## src/rtl/l1_cache_pkg.sv

```systemverilog
// ---------------------------------------------------------------------------
// l1_cache_pkg
// Shared types and helpers for the L1 cache controller:
//   state_e     - controller FSM states
//   addr_index  - extracts the index field (low INDEX_BITS) of a word address
//   addr_tag    - extracts the tag field (bits above the index) of an address
// ---------------------------------------------------------------------------
package l1_cache_pkg;

    typedef enum logic [2:0] {
        S_IDLE        = 3'd0,
        S_COMPARE     = 3'd1,
        S_WRITEBACK   = 3'd2,
        S_REFILL_REQ  = 3'd3,
        S_REFILL_WAIT = 3'd4
    } state_e;

    function automatic logic [31:0] addr_index(input logic [31:0] addr,
                                               input int unsigned index_bits);
        return addr & ((32'd1 << index_bits) - 32'd1);
    endfunction

    function automatic logic [31:0] addr_tag(input logic [31:0] addr,
                                             input int unsigned index_bits);
        return addr >> index_bits;
    endfunction

endpackage

```

## src/rtl/l1_cache_ctrl_line_store.sv

```systemverilog
// ---------------------------------------------------------------------------
// l1_line_store
// Storage for the direct-mapped cache: data, tag, valid and dirty per line.
// Ports:
//   clk, reset          rising-edge clock, async active-low reset
//   rd_idx_i            combinational read index
//   rd_valid_o/rd_dirty_o/rd_tag_o/rd_data_o   line contents at rd_idx_i
//   wr_idx_i            write index
//   wr_en_i             write whole line: tag, data, valid=1, dirty=wr_dirty_i
//   wr_tag_i/wr_data_i/wr_dirty_i   line contents to write
//   clr_dirty_i         clear only the dirty bit of wr_idx_i
// Only valid/dirty are reset; data and tag arrays hold garbage until filled.
// ---------------------------------------------------------------------------
module l1_line_store #(
    parameter int INDEX_BITS = 6,
    parameter int TAG_BITS   = 4,
    parameter int DATA_WIDTH = 32
) (
    input  logic                  clk,
    input  logic                  reset,
    input  logic [INDEX_BITS-1:0] rd_idx_i,
    output logic                  rd_valid_o,
    output logic                  rd_dirty_o,
    output logic [TAG_BITS-1:0]   rd_tag_o,
    output logic [DATA_WIDTH-1:0] rd_data_o,
    input  logic [INDEX_BITS-1:0] wr_idx_i,
    input  logic                  wr_en_i,
    input  logic [TAG_BITS-1:0]   wr_tag_i,
    input  logic [DATA_WIDTH-1:0] wr_data_i,
    input  logic                  wr_dirty_i,
    input  logic                  clr_dirty_i
);

    localparam int LINES = 1 << INDEX_BITS;

    logic [LINES-1:0]      valid_q;
    logic [LINES-1:0]      dirty_q;
    logic [TAG_BITS-1:0]   tag_q  [LINES];
    logic [DATA_WIDTH-1:0] data_q [LINES];

    always_ff @(posedge clk or negedge reset) begin
        if (!reset) begin
            valid_q <= '0;
            dirty_q <= '0;
        end else if (wr_en_i) begin
            valid_q[wr_idx_i] <= 1'b1;
            dirty_q[wr_idx_i] <= wr_dirty_i;
        end else if (clr_dirty_i) begin
            dirty_q[wr_idx_i] <= 1'b0;
        end
    end

    always_ff @(posedge clk) begin
        if (wr_en_i) begin
            tag_q[wr_idx_i]  <= wr_tag_i;
            data_q[wr_idx_i] <= wr_data_i;
        end
    end

    assign rd_valid_o = valid_q[rd_idx_i];
    assign rd_dirty_o = dirty_q[rd_idx_i];
    assign rd_tag_o   = tag_q[rd_idx_i];
    assign rd_data_o  = data_q[rd_idx_i];

endmodule

```

## src/rtl/l1_cache_ctrl.sv

```systemverilog
// ---------------------------------------------------------------------------
// l1_cache_ctrl
// Direct-mapped, write-back, write-allocate L1 cache controller, one word per
// line, word-addressed. Sits between a CPU load/store port and main memory.
// Ports:
//   clk, reset                      rising-edge clock, async active-low reset
//   cpu_req_valid/ready/we/addr/wdata   CPU request (ready only in IDLE)
//   cpu_rsp_valid/rdata             one-cycle response pulse (rdata 0 otherwise)
//   mem_req_valid/ready/we/addr/wdata   memory request (we=1 writeback)
//   mem_rsp_valid/rdata             refill data pulse
//   stat_hits/stat_misses           saturating counters (L1_CACHE_STATS_EN only)
// Configuration macro: L1_CACHE_STATS_EN adds the hit/miss statistics ports.
// ---------------------------------------------------------------------------
module l1_cache_ctrl
    import l1_cache_pkg::*;
#(
    parameter int ADDR_BITS  = 10,
    parameter int INDEX_BITS = 6,
    parameter int DATA_WIDTH = 32
) (
    input  logic                  clk,
    input  logic                  reset,
    input  logic                  cpu_req_valid,
    output logic                  cpu_req_ready,
    input  logic                  cpu_req_we,
    input  logic [ADDR_BITS-1:0]  cpu_req_addr,
    input  logic [DATA_WIDTH-1:0] cpu_req_wdata,
    output logic                  cpu_rsp_valid,
    output logic [DATA_WIDTH-1:0] cpu_rsp_rdata,
    output logic                  mem_req_valid,
    input  logic                  mem_req_ready,
    output logic                  mem_req_we,
    output logic [ADDR_BITS-1:0]  mem_req_addr,
    output logic [DATA_WIDTH-1:0] mem_req_wdata,
    input  logic                  mem_rsp_valid,
    input  logic [DATA_WIDTH-1:0] mem_rsp_rdata
`ifdef L1_CACHE_STATS_EN
    ,
    output logic [31:0]           stat_hits,
    output logic [31:0]           stat_misses
`endif
);

    localparam int TAG_BITS = ADDR_BITS - INDEX_BITS;

    state_e state_q, state_d;

    // Latched request; held for the whole transaction, so it needs no reset.
    logic                  req_we_q;
    logic [ADDR_BITS-1:0]  req_addr_q;
    logic [DATA_WIDTH-1:0] req_wdata_q;
    logic                  latch_en;

    logic [INDEX_BITS-1:0] req_idx;
    logic [TAG_BITS-1:0]   req_tag;

    logic                  rd_valid;
    logic                  rd_dirty;
    logic [TAG_BITS-1:0]   rd_tag;
    logic [DATA_WIDTH-1:0] rd_data;
    logic                  hit;

    logic                  wr_en;
    logic [DATA_WIDTH-1:0] wr_data;
    logic                  wr_dirty;
    logic                  clr_dirty;

    assign req_idx = INDEX_BITS'(addr_index(32'(req_addr_q), INDEX_BITS));
    assign req_tag = TAG_BITS'(addr_tag(32'(req_addr_q), INDEX_BITS));
    assign hit     = rd_valid && (rd_tag == req_tag);

    l1_line_store #(
        .INDEX_BITS (INDEX_BITS),
        .TAG_BITS   (TAG_BITS),
        .DATA_WIDTH (DATA_WIDTH)
    ) u_store (
        .clk         (clk),
        .reset       (reset),
        .rd_idx_i    (req_idx),
        .rd_valid_o  (rd_valid),
        .rd_dirty_o  (rd_dirty),
        .rd_tag_o    (rd_tag),
        .rd_data_o   (rd_data),
        .wr_idx_i    (req_idx),
        .wr_en_i     (wr_en),
        .wr_tag_i    (req_tag),
        .wr_data_i   (wr_data),
        .wr_dirty_i  (wr_dirty),
        .clr_dirty_i (clr_dirty)
    );

    always_ff @(posedge clk or negedge reset) begin
        if (!reset) state_q <= S_IDLE;
        else        state_q <= state_d;
    end

    always_ff @(posedge clk) begin
        if (latch_en) begin
            req_we_q    <= cpu_req_we;
            req_addr_q  <= cpu_req_addr;
            req_wdata_q <= cpu_req_wdata;
        end
    end

    // Outputs are decoded from the registered state and latched request, so
    // the memory request stays stable for as long as it is back-pressured.
    always_comb begin
        state_d       = state_q;
        latch_en      = 1'b0;
        cpu_req_ready = 1'b0;
        cpu_rsp_valid = 1'b0;
        cpu_rsp_rdata = '0;
        mem_req_valid = 1'b0;
        mem_req_we    = 1'b0;
        mem_req_addr  = '0;
        mem_req_wdata = '0;
        wr_en         = 1'b0;
        wr_data       = req_wdata_q;
        wr_dirty      = 1'b0;
        clr_dirty     = 1'b0;

        unique case (state_q)
            S_IDLE: begin
                cpu_req_ready = 1'b1;
                if (cpu_req_valid) begin
                    latch_en = 1'b1;
                    state_d  = S_COMPARE;
                end
            end
            S_COMPARE: begin
                if (hit) begin
                    cpu_rsp_valid = 1'b1;
                    if (req_we_q) begin
                        wr_en    = 1'b1;
                        wr_dirty = 1'b1;
                    end else begin
                        cpu_rsp_rdata = rd_data;
                    end
                    state_d = S_IDLE;
                end else if (rd_valid && rd_dirty) begin
                    state_d = S_WRITEBACK;
                end else begin
                    state_d = S_REFILL_REQ;
                end
            end
            S_WRITEBACK: begin
                mem_req_valid = 1'b1;
                mem_req_we    = 1'b1;
                mem_req_addr  = {rd_tag, req_idx};
                mem_req_wdata = rd_data;
                if (mem_req_ready) begin
                    clr_dirty = 1'b1;
                    state_d   = S_REFILL_REQ;
                end
            end
            S_REFILL_REQ: begin
                mem_req_valid = 1'b1;
                mem_req_addr  = req_addr_q;
                if (mem_req_ready) state_d = S_REFILL_WAIT;
            end
            S_REFILL_WAIT: begin
                if (mem_rsp_valid) begin
                    wr_en   = 1'b1;
                    wr_data = mem_rsp_rdata;
                    state_d = S_COMPARE;
                end
            end
            default: state_d = S_IDLE;
        endcase
    end

`ifdef L1_CACHE_STATS_EN
    // first_q marks the first COMPARE of a request; the post-refill retry
    // is not counted again.
    logic        first_q, first_d;
    logic [31:0] hits_q, misses_q;

    function automatic logic [31:0] sat_inc(input logic [31:0] v);
        return (v == 32'hFFFF_FFFF) ? v : v + 32'd1;
    endfunction

    always_comb begin
        first_d = first_q;
        if (latch_en)                    first_d = 1'b1;
        else if (state_q == S_COMPARE)   first_d = 1'b0;
    end

    always_ff @(posedge clk or negedge reset) begin
        if (!reset) begin
            first_q  <= 1'b0;
            hits_q   <= '0;
            misses_q <= '0;
        end else begin
            first_q <= first_d;
            if (state_q == S_COMPARE && first_q) begin
                if (hit) hits_q   <= sat_inc(hits_q);
                else     misses_q <= sat_inc(misses_q);
            end
        end
    end

    assign stat_hits   = hits_q;
    assign stat_misses = misses_q;
`endif

endmodule
```

## config.mk

```make
export PLATFORM = sky130hd
export DESIGN_NAME = l1_cache_ctrl
export DESIGN_NICKNAME = d
export VERILOG_FILES = /design/src/rtl/l1_cache_pkg.sv /design/src/rtl/l1_cache_ctrl_line_store.sv /design/src/rtl/l1_cache_ctrl.sv
export SDC_FILE = /design/constraint.sdc
export NUM_CORES = 2
export LEC_CHECK = 0
export ABC_CLOCK_PERIOD_IN_PS = 15500
export CORE_ASPECT_RATIO = 1.2
export CORE_MARGIN = 4
export CORE_UTILIZATION = 50
export CTS_CLUSTER_DIAMETER = 150
export DETAILED_ROUTE_END_ITERATION = 12
export GPL_TIMING_DRIVEN = 0
export PLACE_DENSITY = 0.63
export SYNTH_ARGS = -nofsm -noshare
export SYNTH_HDL_FRONTEND = slang
export SYNTH_HIERARCHICAL = 1
export SYNTH_SLANG_ARGS = --single-unit
```

## constraint.sdc

```tcl
create_clock -name clk -period 15.5 [get_ports clk]
set_input_delay 2.325 -clock clk [delete_from_list [all_inputs] [get_ports clk]]
set_output_delay 2.325 -clock clk [all_outputs]
set_load 0.05 [all_outputs]
```

== Word-level counts from Yosys, hierarchy flattened ==
Memories as Yosys holds them, arrays and structs flattened. A register that Yosys moved wholly into a read port is not among the register bits.
Index checks and enable logic that the tools add are counted.

* Bits in latches: 0
* Output and inout port bits: 78
* Word-level logic and storage cells: 70
* Bits in read-only memories: 0
* Memories kept: 2
* Bits in registers: 174
* Input port bits: 80
* RAM bits: 2304

* Add/subtract/negate cells: 0
* Equality and inequality tests: 9
* Shift operators: 0
* Bitwise gates (word level): 3
* $mul: 0
* Div/mod/pow operators: 0
* Reduce and logical (&&, ||, !) cells: 7
* Mux-type cells: 41
* Order comparisons: 2

{| class="wikitable"
|+ Memory list
! name !! depth !! width !! rd ports !! clocked after memory_dff !! write ports !! RTL line !! text
|-
| u_store.data_q || 64 || 32 || 1 || 1 || 1 || l1_cache_ctrl_line_store.sv:39 || <nowiki>logic [DATA_WIDTH-1:0] data_q [LINES];</nowiki>
|-
| u_store.tag_q || 64 || 4 || 1 || 1 || 1 || l1_cache_ctrl_line_store.sv:38 || <nowiki>logic [TAG_BITS-1:0] tag_q [LINES];</nowiki>
|}

{| class="wikitable"
|+ Operators by type and width
! kind !! count
|-
| two-way mux 32 bit || 6
|-
| two-way mux 64 bit || 2
|-
| AND 64 bit || 1
|-
| bitwise mux 64 bit || 1
|-
| NOT 64 bit || 1
|-
| OR 64 bit || 1
|-
| case mux 10 bit (2 select lines) || 1
|-
| two-way mux 1 bit || 19
|-
| case mux 3 bit (5 select lines) || 1
|-
| binary-select mux 1 bit (select 6 bit) || 2
|-
| two-way mux 3 bit || 4
|-
| two-way mux 6 bit || 2
|-
| inequality test 2 bit, second input constant || 4
|-
| less-than comparator 6 x 7 -> 1 bit, second input constant || 1
|-
| demux 1 bit (select 6 bit) || 1
|-
| == test 3 x 2 -> 1 bit, second input constant || 2
|-
| >= comparator 6 x 1 -> 1 bit, second input constant || 1
|-
| == test 4 bit || 1
|-
| AND reduction 4 bit || 1
|-
| == test 3 x 1 -> 1 bit, second input constant || 1
|-
| == test 3 bit, second input constant || 1
|-
| logical AND 1 bit || 3
|-
| logical NOT 3 bit || 1
|-
| two-way mux 2 bit || 1
|-
| other kinds (3) || 3
|}

== Longest topological paths before layout ==
* Depth in word-level cells: 8
* Depth in mapped cells: 20
* Mapped depth without buffers: 13

== Hierarchy ==
The synthesis kept the hierarchy.

{| class="wikitable"
|+ By module, submodules not included
! module !! cells an instance !! sequential area each (µm²) !! area each (µm²) !! times used
|-
| l1_line_store || 4174 || 72389.4 || 93414.6 || 1
|-
| l1_cache_ctrl || 199 || 1366.3 || 2549.9 || 1
|}

== Worst setup path before layout ==
OpenSTA, ideal clock, no wires.

* Kind: input -> register
* From: input port cpu_req_valid
* To: register req_addr_q[0], enable pin
* Stages: 1
* Buffers on the path: 0
* Library setup time: 0.566 ns
* Slack: 8.205 ns
* Required time: 14.934 ns
* Data arrival time: 6.729 ns
* Path through: nor4b_1

* Cells in the longest elaborated chain, start to end: 2

{| class="wikitable"
|+ RTL lines
! item !! RTL line !! text
|-
| start, declared || l1_cache_ctrl.sv:23 || <nowiki>input logic cpu_req_valid,</nowiki>
|-
| two-way mux 1 bit || l1_cache_ctrl.sv:125 || <nowiki>if (cpu_req_valid) begin</nowiki>
|-
| two-way mux 1 bit || l1_cache_ctrl.sv:122 || <nowiki>unique case (state_q)</nowiki>
|-
| end signal, assigned || l1_cache_ctrl.sv:100 || <nowiki>req_addr_q <= cpu_req_addr;</nowiki>
|-
| end, declared || l1_cache_ctrl.sv:50 || <nowiki>logic [ADDR_BITS-1:0] req_addr_q;</nowiki>
|}

No other way between the ends.
A chain may end at the register's enable or synchronous reset.

== Worst setup path in the final report ==
* From: register req_addr_q[3]
* To: output port cpu_rsp_rdata[11]

* Cells in the longest elaborated chain, start to end: 5

{| class="wikitable"
|+ RTL lines
! item !! RTL line !! text
|-
| binary-select mux 1 bit (select 6 bit) || l1_cache_ctrl_line_store.sv:60 || <nowiki>assign rd_valid_o = valid_q[rd_idx_i];</nowiki>
|-
| two-way mux 1 bit (implied by the code) || l1_cache_ctrl_line_store.sv:60 ||
|-
| logical AND 1 bit || l1_cache_ctrl.sv:70 || <nowiki>assign hit = rd_valid && (rd_tag == req_tag);</nowiki>
|-
| two-way mux 32 bit || l1_cache_ctrl.sv:131 || <nowiki>if (hit) begin</nowiki>
|-
| two-way mux 32 bit || l1_cache_ctrl.sv:122 ||
|-
| end, declared || l1_cache_ctrl.sv:29 || <nowiki>output logic [DATA_WIDTH-1:0] cpu_rsp_rdata,</nowiki>
|}

No other way between the ends. The select of a mux whose other input is x is not followed.

==> flow_summary.json <==
{
  "ys_ff_latch": 2478,
  "start_kind": "flop",
  "yosys.area.top_type": "edfxtp_1",
  "cp_max_fo": 11,
  "cp.required_ns": 13.18,
  "ctsResizeCount": 0,
  "clkLatencyLatePin_ns": 0.91,
  "synth.most_common_cell": "edfxtp_1",
  "hold_viol_final": 0,
  "avgRoutedWirePerCell_microns": 41.91,
  "status": "finished with violations",
  "cts-hold-fix-buffers": 0,
  "cts_buffers": 231,
  "yosys.area.top_type_share_pct": 73.44,
  "synth_warnings": 6,
  "cts_buffer_depth": 3,
  "vias_per_cell": 6.892,
  "grt.total_usage_pct": 32.07,
  "min_period_over_period_pct": 69.86,
  "die-height_microns": 487.9,
  "netlist_instances": 4373,
  "cts_setup_buffers": 0,
  "crit_arrival_ns": 8.50,
  "fin_nets": 4998,
  "yosysUniqueCellTypes": 54,
  "dieArea_sq_mm": 0.1990,
  "ys_seq_area_share_pct": 76.86,
  "postSynthAreaPerCell_sq_um": 21.94,
  "end_kind": "primary output",
  "netlist_area_sq_mm": 0.09596,
  "syn_to_final_growth_pct": 16.82,
  "hpwl_microns": 209300,
  "firstDrtPassIters": 9,
  "num-fill-cells": 13390,
  "initial_core_util_pct": 50.43,
  "hold_path.class": "reg2reg",
  "portBuffers": 157,
  "cts_tree": "built",
  "drive_gt1_share_pct": 28.68,
  "grt_pass1_vias": 51000,
  "wl_microns": 318600,
  "cts_max_level": 4,
  "power_density_mw_per_mm2": 145.0,
  "setup_viol_count_final": 0,
  "ir_drop_mv": 0.1388,
  "ioPinCount": 158,
  "drc_errors": 0,
  "leakage_nw": 36.17,
  "postSynth.asyncResetShare_pct": 5.287,
  "grt_overflow": 0,
  "worst_pin_slew_ns": 1.581,
  "final_cell_area_sq_mm": 0.1121,
  "max_slew_margin_pct": -5.396,
  "synth.area.top_cells": "edfxtp_1 73%, mux4_2 15%, dfrtp_1 3.4%",
  "finalClockSkew_ns": 0.07452,
  "synthFlopType": "edfxtp_1",
  "rsz0062_at_grt": "false",
  "drtAntennaViolNets": 0,
  "route.vias.total": 52400,
  "routabilityCongestion": 0.9339,
  "maxCapViolations": 3,
  "failed_checks": "capacitance limit, slew limit",
  "syn-num-nets": 4453,
  "clock.fmax_mhz": 92.35,
  "cts-root-buf": "clkbuf_16",
  "drt_iter0_markers": 9438,
  "cts.clk_slew.worst_paths_ns": 0.06,
  "place_area_sq_mm": 0.1045,
  "slew_violations": 76,
  "coreArea_sq_mm": 0.1903,
  "clock-sinks": 2478,
  "grt_max_degree": 97,
  "period_needed_ns": 10.83,
  "fp.dieW_microns": 407.9,
  "synth_edf_count": 2347,
  "rows": 175,
  "antenna_found_initial": 28,
  "tns_ns": 0,
  "grt_pass1_wl_microns": 429800,
  "critPathKind": "reg2out",
  "synth_common_cells": "2,347 x edfxtp_1, 619 x mux4_2, 152 x nor2_1"
}
stage by stage:
step	setup WS (ns)	power, W	instances	utilization (%)	hold slack, ns
3_5_place_dp	5.937	0.01063	7163	54.93	0.4476
3_3_place_gp	2.701	0.01055	7008	52.89	0.4455
5_1_grt	4.874	0.01664	7597	58.91	0.4774
4_1_cts	4.965	0.01624	7596	58.89	0.4645
2_1_floorplan	8.205	0.009389	4373	-	0.4337
6_report	4.672	0.01625	7603	58.92	0.4631
layout make-up:
type	count	area (sq um)	share of cell area, %
Clock inverter	143	1405	1.253
Buffer	238	1511	1.348
Inverter	8	30.03	0.02679
Antenna cell	7	17.52	0.01562
Multi-Input combinational cell	1649	21200	18.91
Timing Repair Buffer	312	4956	4.421
Sequential cell	2478	73760	65.79
Tap cell	2478	3100	2.766
Clock buffer	290	6136	5.473
cell families (layout without fill, tap and decap cells):
logic type / after synthesis / after routing / share of synthesized area [%]
other: 0 / 7 / 0
multiplexers: 804 / 804 / 16.56
buffers and inverters: 246 / 991 / 1.602
XOR/XNOR: 5 / 5 / 0.04563
AND/OR/NAND/NOR: 433 / 433 / 2.387
flip-flops: 2478 / 2478 / 76.86
AO/OA/AOI/OAI: 407 / 407 / 2.550
power breakdown:
| group | switching (W) | internal (W) | leakage [nW] | total [W] |
|---|---|---|---|---|
| logic | 0.00196 | 0.000886 | 9.57 | 0.00284 |
| clock network | 0.00251 | 0.00319 | 3.69 | 0.00569 |
| registers | 0.0000415 | 0.00768 | 22.9 | 0.00772 |
critical path: stages (launching register included):
cell and delay [ns]:
edfxtp_1 0.84, buf_2 0.48, buf_1 1.06, clkbuf_1 1.02
mux4_2 0.45, o22ai_1 0.88, nor2_1 0.18, xnor2_1 0.21
nand3_1 0.19, nor4_4 0.49, clkbuf_2 0.67, and2_1 0.22
clkdlybuf4s50_1 0.83
path summary, 6_finish.rpt:
path                                     start                      to  slack, ns  depth (start not counted)
setup / recovery                 req_addr_q[3]       cpu_rsp_rdata[11]       4.67                         12
hold / removal             u_store/valid_q[27]     u_store/valid_q[27]       0.46                          1
setup reg to reg                 req_addr_q[3]  u_store/data_q[55][23]       5.88                         14
hold reg to reg            u_store/valid_q[27]     u_store/valid_q[27]       0.46                          1
max in group asynchronous                reset     u_store/valid_q[24]      13.21                          2
min in group asynchronous                reset     u_store/valid_q[41]       1.34                          1
cells in the final DEF (no fill, tap or decap), drive strengths merged, types with 30 or more instances in the layout:
cell           instances
edfxtp              2347
mux4                 619
clkbuf               365
buf                  319
clkdlybuf4s50        156
nor2                 153
mux2i                138
o21ai                135
o22ai                134
dfrtp                131
clkinv               107
and2                  76
a21oi                 72
or2                   70
mux2                  47
o221ai                31
nand2                 30
sequential cells by signal (all words and copies together) (netlist names):
signal and cells:
state_q 3, req_addr_q 10, u_store/tag_q 256, req_wdata_q 32, u_store/data_q 2048, u_store/valid_q 64
u_store/dirty_q 64, req_we_q 1
layer usage:
layer | GRT usage, % | vias up | share of wire [%]
met2 | 49.53 | 4268 | 46
met4 | 15.73 | 14 | 6.2
li1 | - | 19470 | -
met5 | 0.6071 | - | 0.029
met1 | 42.01 | 27690 | 34
met3 | 9.525 | 961 | 14
Power figures use the tool's default switching activity.
